<file path="config.mk">
export PLATFORM = sky130hd
export DESIGN_NAME = icache_assoc_param_flat
export DESIGN_NICKNAME = d
export VERILOG_FILES = /design/src/rtl/icache_assoc_param_pkg.sv /design/src/rtl/icache_assoc_param_if.sv /design/src/rtl/icache_assoc_param_way_array.sv /design/src/rtl/icache_assoc_param.sv /design/src/flat_wrapper.sv
export SDC_FILE = /design/constraint.sdc
export NUM_CORES = 1
export LEC_CHECK = 0
export ABC_AREA = 1
export BUFFER_PORTS_ARGS = -buffer_cell sky130_fd_sc_hd__buf_4
export CAP_MARGIN = 5
export CORE_UTILIZATION = 60
export CTS_BUF_LIST = sky130_fd_sc_hd__clkbuf_16
export CTS_CLUSTER_SIZE = 25
export DETAILED_ROUTE_END_ITERATION = 8
export PLACE_DENSITY = 0.78
export SYNTH_ARGS = -nofsm -noshare
export SYNTH_HDL_FRONTEND = slang
export SYNTH_HIERARCHICAL = 1
export SYNTH_SLANG_ARGS = --single-unit
</file>
<file path="constraint.sdc">
create_clock -name clk -period 9 [get_ports clk]
set_clock_uncertainty 0.2 [all_clocks]
set_input_delay 0.45 -clock clk [delete_from_list [all_inputs] [get_ports clk]]
set_output_delay 0.45 -clock clk [all_outputs]
set_load 0.005 [all_outputs]
</file>
<file path="src/rtl/icache_assoc_param_pkg.sv">
// Shared types and width helpers for the
// set-associative instruction cache.
package icache_pkg;

  typedef enum logic [1:0] {
    IDLE   = 2'd0,
    LOOKUP = 2'd1,
    MISS   = 2'd2,
    FILL   = 2'd3
  } state_e;

  function automatic int calc_set_w(input int sets);
    return $clog2(sets);
  endfunction

  function automatic int calc_word_w(input int wpl);
    return $clog2(wpl);
  endfunction

  function automatic int calc_tag_w(input int addr_w,
                                    input int sets,
                                    input int wpl);
    return addr_w - $clog2(sets) - $clog2(wpl);
  endfunction

  function automatic int calc_line_w(input int wpl,
                                     input int inst_w);
    return wpl * inst_w;
  endfunction

  function automatic int calc_way_w(input int ways);
    return (ways > 1) ? $clog2(ways) : 1;
  endfunction

  localparam int TAG_W  = calc_tag_w(8, 4, 4);
  localparam int SET_W  = calc_set_w(4);
  localparam int WORD_W = calc_word_w(4);
  localparam int LINE_W = calc_line_w(4, 16);

endpackage

</file>
<file path="src/rtl/icache_assoc_param_if.sv">
// Fetch-side and memory-side bus of the cache.
// master = fetch unit + memory, slave = cache.
interface icache_assoc_param_if #(
  parameter int ADDR_W         = 8,
  parameter int INST_W         = 16,
  parameter int WORDS_PER_LINE = 4
);
  localparam int LA_W = ADDR_W - $clog2(WORDS_PER_LINE);
  localparam int LN_W = WORDS_PER_LINE * INST_W;

  logic              rd_en;
  logic [ADDR_W-1:0] addr;
  logic              rd_rdy;
  logic [INST_W-1:0] inst;
  logic              flush;
  logic              mem_rd_en;
  logic [LA_W-1:0]   mem_addr;
  logic              mem_rd_rdy;
  logic [LN_W-1:0]   mem_data;

  modport master (
    output rd_en, addr, flush,
    output mem_rd_rdy, mem_data,
    input  rd_rdy, inst,
    input  mem_rd_en, mem_addr
  );

  modport slave (
    input  rd_en, addr, flush,
    input  mem_rd_rdy, mem_data,
    output rd_rdy, inst,
    output mem_rd_en, mem_addr
  );
endinterface

</file>
<file path="src/rtl/icache_assoc_param_way_array.sv">
// Per-way tag/valid/data storage with a
// parallel tag compare on the addressed set.
module icache_way_array
  import icache_pkg::*;
#(
  parameter int WAYS   = 2,
  parameter int SETS   = 4,
  parameter int TAG_W  = 4,
  parameter int LINE_W = 64
) (
  input  logic                       clk,
  input  logic                       rst,
  input  logic                       flush,
  input  logic [calc_set_w(SETS)-1:0] set,
  input  logic [TAG_W-1:0]           rd_tag,
  input  logic                       wr_en,
  input  logic [calc_way_w(WAYS)-1:0] wr_way,
  input  logic [LINE_W-1:0]          wr_data,
  output logic [WAYS-1:0]            hit_vec,
  output logic [WAYS-1:0]            valid_vec,
  output logic [LINE_W-1:0]          hit_data
);
  localparam int WAY_W = calc_way_w(WAYS);

  logic [WAYS-1:0]   valid_q [SETS];
  logic [TAG_W-1:0]  tag_q   [WAYS][SETS];
  logic [LINE_W-1:0] data_q  [WAYS][SETS];

  // valid bits: flush beats a same-cycle fill
  always_ff @(posedge clk or negedge rst) begin
    if (!rst) begin
      for (int s = 0; s < SETS; s++)
        valid_q[s] <= '0;
    end else if (flush) begin
      for (int s = 0; s < SETS; s++)
        valid_q[s] <= '0;
    end else if (wr_en) begin
      for (int w = 0; w < WAYS; w++)
        if (wr_way == WAY_W'(w))
          valid_q[set][w] <= 1'b1;
    end
  end

  // tag and line payload, no reset needed
  always_ff @(posedge clk) begin
    if (wr_en) begin
      for (int w = 0; w < WAYS; w++)
        if (wr_way == WAY_W'(w)) begin
          tag_q[w][set]  <= rd_tag;
          data_q[w][set] <= wr_data;
        end
    end
  end

  // parallel compare; hit vector is one-hot
  always_comb begin
    hit_vec   = '0;
    hit_data  = '0;
    valid_vec = valid_q[set];
    for (int w = 0; w < WAYS; w++) begin
      hit_vec[w] = valid_q[set][w] &&
                   (tag_q[w][set] == rd_tag);
      if (hit_vec[w])
        hit_data = hit_data | data_q[w][set];
    end
  end

endmodule

</file>
<file path="src/rtl/icache_assoc_param.sv">
// Parametrised set-associative read-only
// instruction cache with flush and counters.
module icache_assoc_param
  import icache_pkg::*;
#(
  parameter int ADDR_W         = 8,
  parameter int INST_W         = 16,
  parameter int WORDS_PER_LINE = 4,
  parameter int SETS           = 4,
  parameter int WAYS           = 2,
  parameter int CNT_W          = 16
) (
  input  logic             clk,
  input  logic             rst,
  icache_assoc_param_if.slave bus,
  output logic [CNT_W-1:0] hit_cnt,
  output logic [CNT_W-1:0] miss_cnt
);
  localparam int WORD_W = calc_word_w(WORDS_PER_LINE);
  localparam int SET_W  = calc_set_w(SETS);
  localparam int TAG_W  = calc_tag_w(ADDR_W, SETS,
                                     WORDS_PER_LINE);
  localparam int LINE_W = calc_line_w(WORDS_PER_LINE,
                                      INST_W);
  localparam int LA_W   = ADDR_W - WORD_W;
  localparam int WAY_W  = calc_way_w(WAYS);

  state_e            state;
  logic [ADDR_W-1:0] req_addr;
  logic [INST_W-1:0] fill_inst;
  logic [WAY_W-1:0]  rr_q [SETS];
  logic [WAY_W-1:0]  victim;
  logic [WAYS-1:0]   hit_vec;
  logic [WAYS-1:0]   valid_vec;
  logic [LINE_W-1:0] hit_data;

  logic [LA_W-1:0]   line_addr;
  logic [SET_W-1:0]  set_idx;
  logic [TAG_W-1:0]  req_tag;
  logic [WORD_W-1:0] word;
  logic              hit;
  logic              fill_en;

  assign line_addr = req_addr[ADDR_W-1:WORD_W];
  assign set_idx   = line_addr[SET_W-1:0];
  assign req_tag   = req_addr[ADDR_W-1 -: TAG_W];
  assign word      = req_addr[WORD_W-1:0];
  assign hit       = |hit_vec;
  assign fill_en   = (state == MISS) && bus.mem_rd_rdy;

  icache_way_array #(
    .WAYS   (WAYS),
    .SETS   (SETS),
    .TAG_W  (TAG_W),
    .LINE_W (LINE_W)
  ) u_ways (
    .clk       (clk),
    .rst       (rst),
    .flush     (bus.flush),
    .set       (set_idx),
    .rd_tag    (req_tag),
    .wr_en     (fill_en),
    .wr_way    (victim),
    .wr_data   (bus.mem_data),
    .hit_vec   (hit_vec),
    .valid_vec (valid_vec),
    .hit_data  (hit_data)
  );

  // lowest invalid way wins, else round-robin
  always_comb begin
    victim = rr_q[set_idx];
    for (int w = WAYS - 1; w >= 0; w--)
      if (!valid_vec[w])
        victim = WAY_W'(w);
  end

  // round-robin advances only on full-set fills
  always_ff @(posedge clk or negedge rst) begin
    if (!rst) begin
      for (int s = 0; s < SETS; s++)
        rr_q[s] <= '0;
    end else if (WAYS > 1 && fill_en &&
                 (&valid_vec)) begin
      rr_q[set_idx] <= rr_q[set_idx] + 1'b1;
    end
  end

  // lookup / miss / fill sequencer
  always_ff @(posedge clk or negedge rst) begin
    if (!rst) begin
      state         <= IDLE;
      req_addr      <= '0;
      fill_inst     <= '0;
      bus.rd_rdy    <= 1'b0;
      bus.inst      <= '0;
      bus.mem_rd_en <= 1'b0;
      bus.mem_addr  <= '0;
    end else begin
      bus.rd_rdy <= 1'b0;
      unique case (state)
        IDLE: begin
          if (bus.rd_en) begin
            req_addr <= bus.addr;
            state    <= LOOKUP;
          end
        end
        LOOKUP: begin
          if (hit) begin
            bus.rd_rdy <= 1'b1;
            bus.inst   <=
              hit_data[word*INST_W +: INST_W];
            state      <= IDLE;
          end else begin
            bus.mem_rd_en <= 1'b1;
            bus.mem_addr  <= line_addr;
            state         <= MISS;
          end
        end
        MISS: begin
          if (bus.mem_rd_rdy) begin
            bus.mem_rd_en <= 1'b0;
            fill_inst     <=
              bus.mem_data[word*INST_W +: INST_W];
            state         <= FILL;
          end
        end
        FILL: begin
          bus.rd_rdy <= 1'b1;
          bus.inst   <= fill_inst;
          state      <= IDLE;
        end
        default: state <= IDLE;
      endcase
    end
  end

  // saturating hit/miss statistics
  always_ff @(posedge clk or negedge rst) begin
    if (!rst) begin
      hit_cnt  <= '0;
      miss_cnt <= '0;
    end else if (state == LOOKUP) begin
      if (hit && hit_cnt != '1)
        hit_cnt <= hit_cnt + 1'b1;
      if (!hit && miss_cnt != '1)
        miss_cnt <= miss_cnt + 1'b1;
    end
  end

endmodule
</file>
<file path="src/flat_wrapper.sv">
// flat-port wrapper written by rule: the top's interface ports become plain ports
module icache_assoc_param_flat import icache_pkg::*;
#(
  parameter int ADDR_W         = 8,
  parameter int INST_W         = 16,
  parameter int WORDS_PER_LINE = 4,
  parameter int SETS           = 4,
  parameter int WAYS           = 2,
  parameter int CNT_W          = 16
)
  (clk, rst, hit_cnt, miss_cnt, bus_rd_en, bus_addr, bus_flush, bus_mem_rd_rdy, bus_mem_data, bus_rd_rdy, bus_inst, bus_mem_rd_en, bus_mem_addr);
  icache_assoc_param_if #(.ADDR_W(ADDR_W), .INST_W(INST_W), .WORDS_PER_LINE(WORDS_PER_LINE)) bus_i ();
  input  logic clk;
  input  logic rst;
  output logic [CNT_W-1:0] hit_cnt;
  output logic [CNT_W-1:0] miss_cnt;
  input wire logic [$bits(bus_i.rd_en)-1:0] bus_rd_en;
  input wire logic [$bits(bus_i.addr)-1:0] bus_addr;
  input wire logic [$bits(bus_i.flush)-1:0] bus_flush;
  input wire logic [$bits(bus_i.mem_rd_rdy)-1:0] bus_mem_rd_rdy;
  input wire logic [$bits(bus_i.mem_data)-1:0] bus_mem_data;
  output wire logic [$bits(bus_i.rd_rdy)-1:0] bus_rd_rdy;
  output wire logic [$bits(bus_i.inst)-1:0] bus_inst;
  output wire logic [$bits(bus_i.mem_rd_en)-1:0] bus_mem_rd_en;
  output wire logic [$bits(bus_i.mem_addr)-1:0] bus_mem_addr;
  assign bus_i.rd_en = bus_rd_en;
  assign bus_i.addr = bus_addr;
  assign bus_i.flush = bus_flush;
  assign bus_i.mem_rd_rdy = bus_mem_rd_rdy;
  assign bus_i.mem_data = bus_mem_data;
  assign bus_rd_rdy = bus_i.rd_rdy;
  assign bus_inst = bus_i.inst;
  assign bus_mem_rd_en = bus_i.mem_rd_en;
  assign bus_mem_addr = bus_i.mem_addr;
  icache_assoc_param #(.ADDR_W(ADDR_W), .INST_W(INST_W), .WORDS_PER_LINE(WORDS_PER_LINE), .SETS(SETS), .WAYS(WAYS), .CNT_W(CNT_W)) u_core (.clk(clk), .rst(rst), .bus(bus_i), .hit_cnt(hit_cnt), .miss_cnt(miss_cnt));
endmodule
</file>
Word level (Yosys, flattened, before mapping):

Memory sizes are Yosys's and may differ from the RTL's.
Index checks and enable logic that the tools add are counted.

* add/subtract/negate cells: 3
* multipliers: 0
* divide/modulo/power cells: 0
* magnitude comparators: 2
* equal/unequal tests: 11
* shift-type cells: 2
* mux-type cells: 64
* bitwise logic cells: 5
* reduce and logical (&&, ||, !) cells: 24

Operators by type and width (number)
* two-way mux 256 bit: 4
* two-way mux 64 bit: 7
* binary-select mux 64 bit (select 2 bit): 2
* OR reduction 256 bit: 1
* demux 64 bit (select 2 bit): 1
* indexed part select 64 x 7 -> 16 bit: 2
* two-way mux 16 bit: 5
* bitwise OR 64 bit: 1
* two-way mux 8 bit: 6
* adder 16 x 1 -> 16 bit, second input constant: 2
* inequality test 16 bit, second input constant: 2
* one-hot mux 16 bit (2 select lines): 1
* two-way mux 4 bit: 5
* binary-select mux 4 bit (select 2 bit): 2
* bitwise OR 8 bit: 2
* AND reduction 2 bit: 8
* OR reduction 16 bit: 1
* two-way mux 1 bit: 15
* two-way mux 2 bit: 6
* demux 2 bit (select 2 bit): 2
* demux 4 bit (select 2 bit): 1
* == test 4 bit: 2
* one-hot mux 2 bit (4 select lines): 1
* logical AND 1 bit: 7
* 19 further kinds: 25

* flip-flop bits (word level): 94
* latch bits: 0
* memory bits (writable): 544
* memory bits (read-only): 0
* bits of input ports: 77
* output and inout port bits: 56
* logic and storage cells: 130
* memories: 2

Memory list
* u_core.u_ways.data_q: depth 2, width 256, rd ports 2, clocked after Yosys merged registers in 0, wr ports 1, line icache_assoc_param_way_array.sv:27 `logic [LINE_W-1:0] data_q [WAYS][SETS];`
* u_core.u_ways.tag_q: depth 2, width 16, rd ports 2, clocked after Yosys merged registers in 0, wr ports 1, line icache_assoc_param_way_array.sv:26 `logic [TAG_W-1:0] tag_q [WAYS][SETS];`

Longest topological paths before layout:

* depth after elaboration: 13
* depth in mapped cells: 19
* mapped depth without buffers: 17

Modules after synthesis:

The synthesis kept the hierarchy.

By module, submodules not included
* icache_way_array: instances 1, cells each 1427, area each 20985.1 um2, seq. area each 16535.9 um2
* icache_assoc_param: instances 1, cells each 746, area each 5159.9 um2, seq. area each 2152.1 um2

Worst setup path before layout:

OpenSTA, ideal clock, no wires.

* path type: reg-to-reg
* start point: register u_core.req_addr[3]
* end point: memory u_core/u_ways/data_q[0][0] (netlist name), enable pin
* library setup time: 0.496 ns
* data arrival time: 4.140 ns
* required time: 8.304 ns
* path slack: 4.164 ns
* stages on the path, launching flop included: 11
* path buffers: 1
* period minus slack after synthesis: 4.836 ns
* path through: dfrtp_1 -> buf_2 -> nor2_2 -> nand2_1 -> nand4_1 -> nand3_1 -> nand2_1 -> inv_1 -> nor2_1 -> inv_1 -> nor2_1

* longest elaborated chain between the ends: 11

RTL lines
* from (decl): line icache_assoc_param.sv:29 `logic [ADDR_W-1:0] req_addr;`
* from (signal assigned): line icache_assoc_param.sv:104 `req_addr <= bus.addr;`
* inverter 2 -> 3 bit (implied by the code) *: line icache_assoc_param_way_array.sv:59 `valid_vec = valid_q[set];`
* binary-select mux 2 bit (select 2 bit) *: line icache_assoc_param_way_array.sv:59
* two-way mux 2 bit (implied by the code) * (2 in a row): line icache_assoc_param_way_array.sv:59
* named net u_core.valid_vec[1]: line icache_assoc_param.sv:34 `logic [WAYS-1:0] valid_vec;`
* two-way mux 1 bit * (2 in a row): line icache_assoc_param.sv:74 `if (!valid_vec[w])`
* named net u_core.victim: line icache_assoc_param.sv:32 `logic [WAY_W-1:0] victim;`
* two-way mux 1 bit: line icache_assoc_param_way_array.sv:48 `if (wr_way == WAY_W'(w)) begin`
* two-way mux 1 bit: line icache_assoc_param_way_array.sv:46 `if (wr_en) begin`
* two-way mux 256 bit (implied by the code): line icache_assoc_param_way_array.sv:50 `data_q[w][set] <= wr_data;`
* OR reduction 256 bit (no line)
* two-way mux 1 bit (no line) or two-way mux 256 bit (tied branches)
* to (decl): line icache_assoc_param_way_array.sv:27

The timed path passes the listed nets; every way through them passes the cells marked *. The select of a mux whose other input is x is not followed.

Worst setup path after layout:

* start point: register u_core.req_addr[2]
* end point: register u_core.bus.inst[1]

RTL lines
* inverter 2 -> 3 bit *
* binary-select mux 2 bit (select 2 bit) *
* two-way mux 2 bit * (2 in a row)
* named net u_core.valid_vec[1]: line icache_assoc_param.sv:34
* logical AND 1 bit *: line icache_assoc_param_way_array.sv:61 `hit_vec[w] = valid_q[set][w] &&`
* named net u_core.hit_vec[1]: line icache_assoc_param.sv:33 `logic [WAYS-1:0] hit_vec;`
* two-way mux 64 bit: line icache_assoc_param_way_array.sv:63 `if (hit_vec[w])`
* indexed part select 64 x 7 -> 16 bit: line icache_assoc_param.sv:112 `hit_data[word*INST_W +: INST_W];`
* two-way mux 16 bit: line icache_assoc_param.sv:109 `if (hit) begin`
* one-hot mux 16 bit (2 select lines): line icache_assoc_param.sv:101 `unique case (state)`
* to (signal assigned): line icache_assoc_param.sv:111 `bus.inst <=`
* to (signal assigned): line icache_assoc_param.sv:130 `bus.inst <= fill_inst;`
* to (decl): line icache_assoc_param_if.sv:31 `output rd_rdy, inst,`

Marked as above.
A chain may end at the register's enable or synchronous reset.

==> flow_summary.toml <==
[status]
outcome = "completed"

[clock_network]
cts_tree = "yes"
cts_buffer_depth = 3
cts_buffers = 60
cts_resized = 0
root_buffer = "clkbuf_16"
clk_pin_slew_worst_paths_ps = 60
clock_latency_ps = 660
cts.sinks = 638
ctsHtreeMaxLevel = 2

[routing]
routed_via_density = 6.205
postRouteAntennaNets = 0
drc = 0
wl_per_cell_um = 23.37
drt_iter0_drc = 2418
drt-total-wl_um = 69670
drt_pass1_iterations = 6
vias = 18500

[sta]
final-hold-violation-count = 0
relSlewSlack_pct = 17.02
min_period_ps = 5363
grt_setup_unrepaired = "false"
tightest_slew_ps = 1243
setup_viol = 0
clock.fmax_ghz = 0.1865
setup_slack_ps = 3637
slew_violations = 0
fin_crit_sh_pct = 59.59
fin_setup_tns_ps = 0

[grt]
grt_start_max_net_pins = 76
antenna_found_initial = 0
grt_pass1_vias = 18340
grt_pass1_wl_um = 105500
track_usage_pct = 31.81
grt_overflow = 0

[final_layout]
nets = 2425
n_antenna_cell = 0
stdcell_count = 2981
layout-drive-gt1-share_pct = 12.06
fin_util_pct = 70.31
syn2layout_area_growth_pct = 15.58

[logic_synthesis]
synth_area_leaders = "edfxtp_1, nand2_1, dfrtp_1"
ys_ff_latch = 638
syn-num-nets = 2252
synth_largest_area_cell = "edfxtp_1"
ys_seq_area_share_pct = 71.48
yosysWarnings = 6
synth_top_area_share_pct = 62.48
syn_inst = 2173
syn_area_sq_mm = 0.02615
synth_cell_type_count = 36
syn_area_per_cell_sq_um = 12.03

[critical_path]
startpoint_type = "flip-flop"
crit_fanout = 74
critPathCaptureType = "flip-flop"
crit_arrival_ps = 5690
critPathKind = "flip-flop to flip-flop"
required_ps = 9330

[job]
maxCapViolations = 0

[floorplanning]
io-pin-count = 133
coreArea_sq_mm = 0.04298
fp-row-count = 76
die_area_sq_mm = 0.04441
fp.dieW_um = 210.7
initial_core_util_pct = 60.83
die_h_um = 210.7

[placement]
hpwl_um = 38660
portBuffers = 132
dpl_worst_slack_ps = 3735
dp_cells = 2794
place.gp.congestion = 0.8786

[power]
ir_worst_vdd_v = 0.0001951
power_density_mw_per_mm2 = 288.1
p_total_mw = 8.705
leakage_nw = 11.41

[min_path]
hold_class = "primary input to async pin"
## flip-flops by register name, indices dropped and copies added, names as in the netlist, 4 cells and up, named ones only
register and flops:
u_core/bus.inst 16, u_core/hit_cnt 16, u_core/fill_inst 16, u_core/miss_cnt 16, u_core/u_ways/tag_q 32, u_core/bus.mem_addr 6, u_core/rr_q 4, u_core/u_ways/data_q 512
u_core/req_addr 8, u_core/u_ways/valid_q 8
## logic make-up (layout without fill, tap and decap cells)
| family | count (synthesis) | after routing | share of synthesized area, % |
|---|---|---|---|
| compound gates | 297 | 297 | 7.719 |
| xor+xnor | 9 | 9 | 0.3015 |
| fa+ha+maj | 2 | 2 | 0.09570 |
| buf+inv | 185 | 408 | 3.436 |
| flops | 638 | 638 | 71.48 |
| mux | 4 | 4 | 0.1723 |
| simple gates | 1038 | 1038 | 16.80 |
## critical path, stage by stage, from the launching register on
cell and delay (ps):
dfrtp_1 970, inv_2 360, nor2_4 150, buf_4 730, nand2_1 110, nand4_1 170
nand2_1 110, nor2_4 740, buf_4 550, and2_1 210, nor2_2 60, inv_1 160
nor2_8 90, nor2_8 260, inv_4 150, nand2_1 90, nand2_1 60
## per-stage QoR
step,hold WS [ps],cell area (sq um)
2_1_floorplan,-45.59,26150
3_3_place_gp,240.2,27500
3_5_place_dp,245.9,27500
4_1_cts,145.9,30220
5_1_grt,165.0,30220
6_report,149.8,30220
## metal layers
layer  share of wire (%)  up-vias  GRT usage (%)  wire length [um]
met2                  47     1233          49.90             32720
met3                  11      205          6.809              7815
met5                   0        -              0                 0
li1                    -     8127              -                 -
met4                 4.5        0          16.07              3128
met1                  37     8931          42.46             26010
## Yosys cell counts, drive strengths merged
master	count
o21ai	77
a21oi	4
xor2	3
buf	84
nor2	109
nand3b	4
a22oi	200
nand4	6
mux2	4
clkbuf	37
nor3	1
o22ai	16
nand3	275
clkinv	1
and2	3
and3	1
nand2	639
dfrtp	94
xnor2	6
inv	63
ha	2
edfxtp	544
## path summary, 6_finish.rpt
kind	start	endpoint	slack, ps	cells past startpoint
max reg2reg	u_core/req_addr[2]$_DFFE_PN0P_	u_core/bus.inst[1]$_DFFE_PN0P_	3640	16
min	rst	u_core/fill_inst[14]$_DFFE_PN0P_	150	2
min in group clk	u_core/bus.mem_addr[5]$_DFFE_PN0P_	u_core/bus.mem_addr[5]$_DFFE_PN0P_	280	2
max	u_core/req_addr[2]$_DFFE_PN0P_	u_core/bus.inst[1]$_DFFE_PN0P_	3640	16
min reg2reg	u_core/bus.mem_addr[5]$_DFFE_PN0P_	u_core/bus.mem_addr[5]$_DFFE_PN0P_	280	2
max in group asynchronous	rst	u_core/hit_cnt[7]$_DFFE_PN0P_	7200	3
## what timing repair did
item | in CTS | in global routing
hold buffers | 75 | 0
setup buffers | 0 | 0
hold endpoints to repair | 559 | 0
## placed cells by master (no fill, tap or decap), types with 8 or more instances in the layout
| cell | netlist | layout |
|---|---|---|
| clkinv_1 | 1 | 16 |
| o21ai_0 | 65 | 65 |
| dfrtp_1 | 94 | 93 |
| o22ai_1 | 16 | 16 |
| edfxtp_1 | 544 | 544 |
| bufinv_16 | 0 | 8 |
| nand2_1 | 632 | 632 |
| o21ai_1 | 11 | 11 |
| inv_1 | 55 | 66 |
| buf_4 | 21 | 157 |
| nor2_1 | 93 | 84 |
| a22oi_1 | 200 | 200 |
| clkbuf_16 | 0 | 60 |
| clkinv_2 | 0 | 14 |
| dlygate4sd3_1 | 0 | 75 |
| nor2_4 | 4 | 19 |
| nand3_1 | 274 | 274 |
## where the power goes
group	internal [mW]	switching (mW)	total [mW]
combinational	0.680	1.82	2.50
sequential	3.50	0.179	3.68
clock	1.44	1.09	2.53
## area by class of cell
cell class	instances	area (sq um)
fillers	2873	12760
inverters	64	245.2
clock inverters	52	465.4
repair buffers	232	1929
multi-input cells	1350	6656
flip-flops and latches	638	18690
clock buffers	60	1501
well taps	585	732.0
No activity file was read; power rests on OpenSTA's default activity.
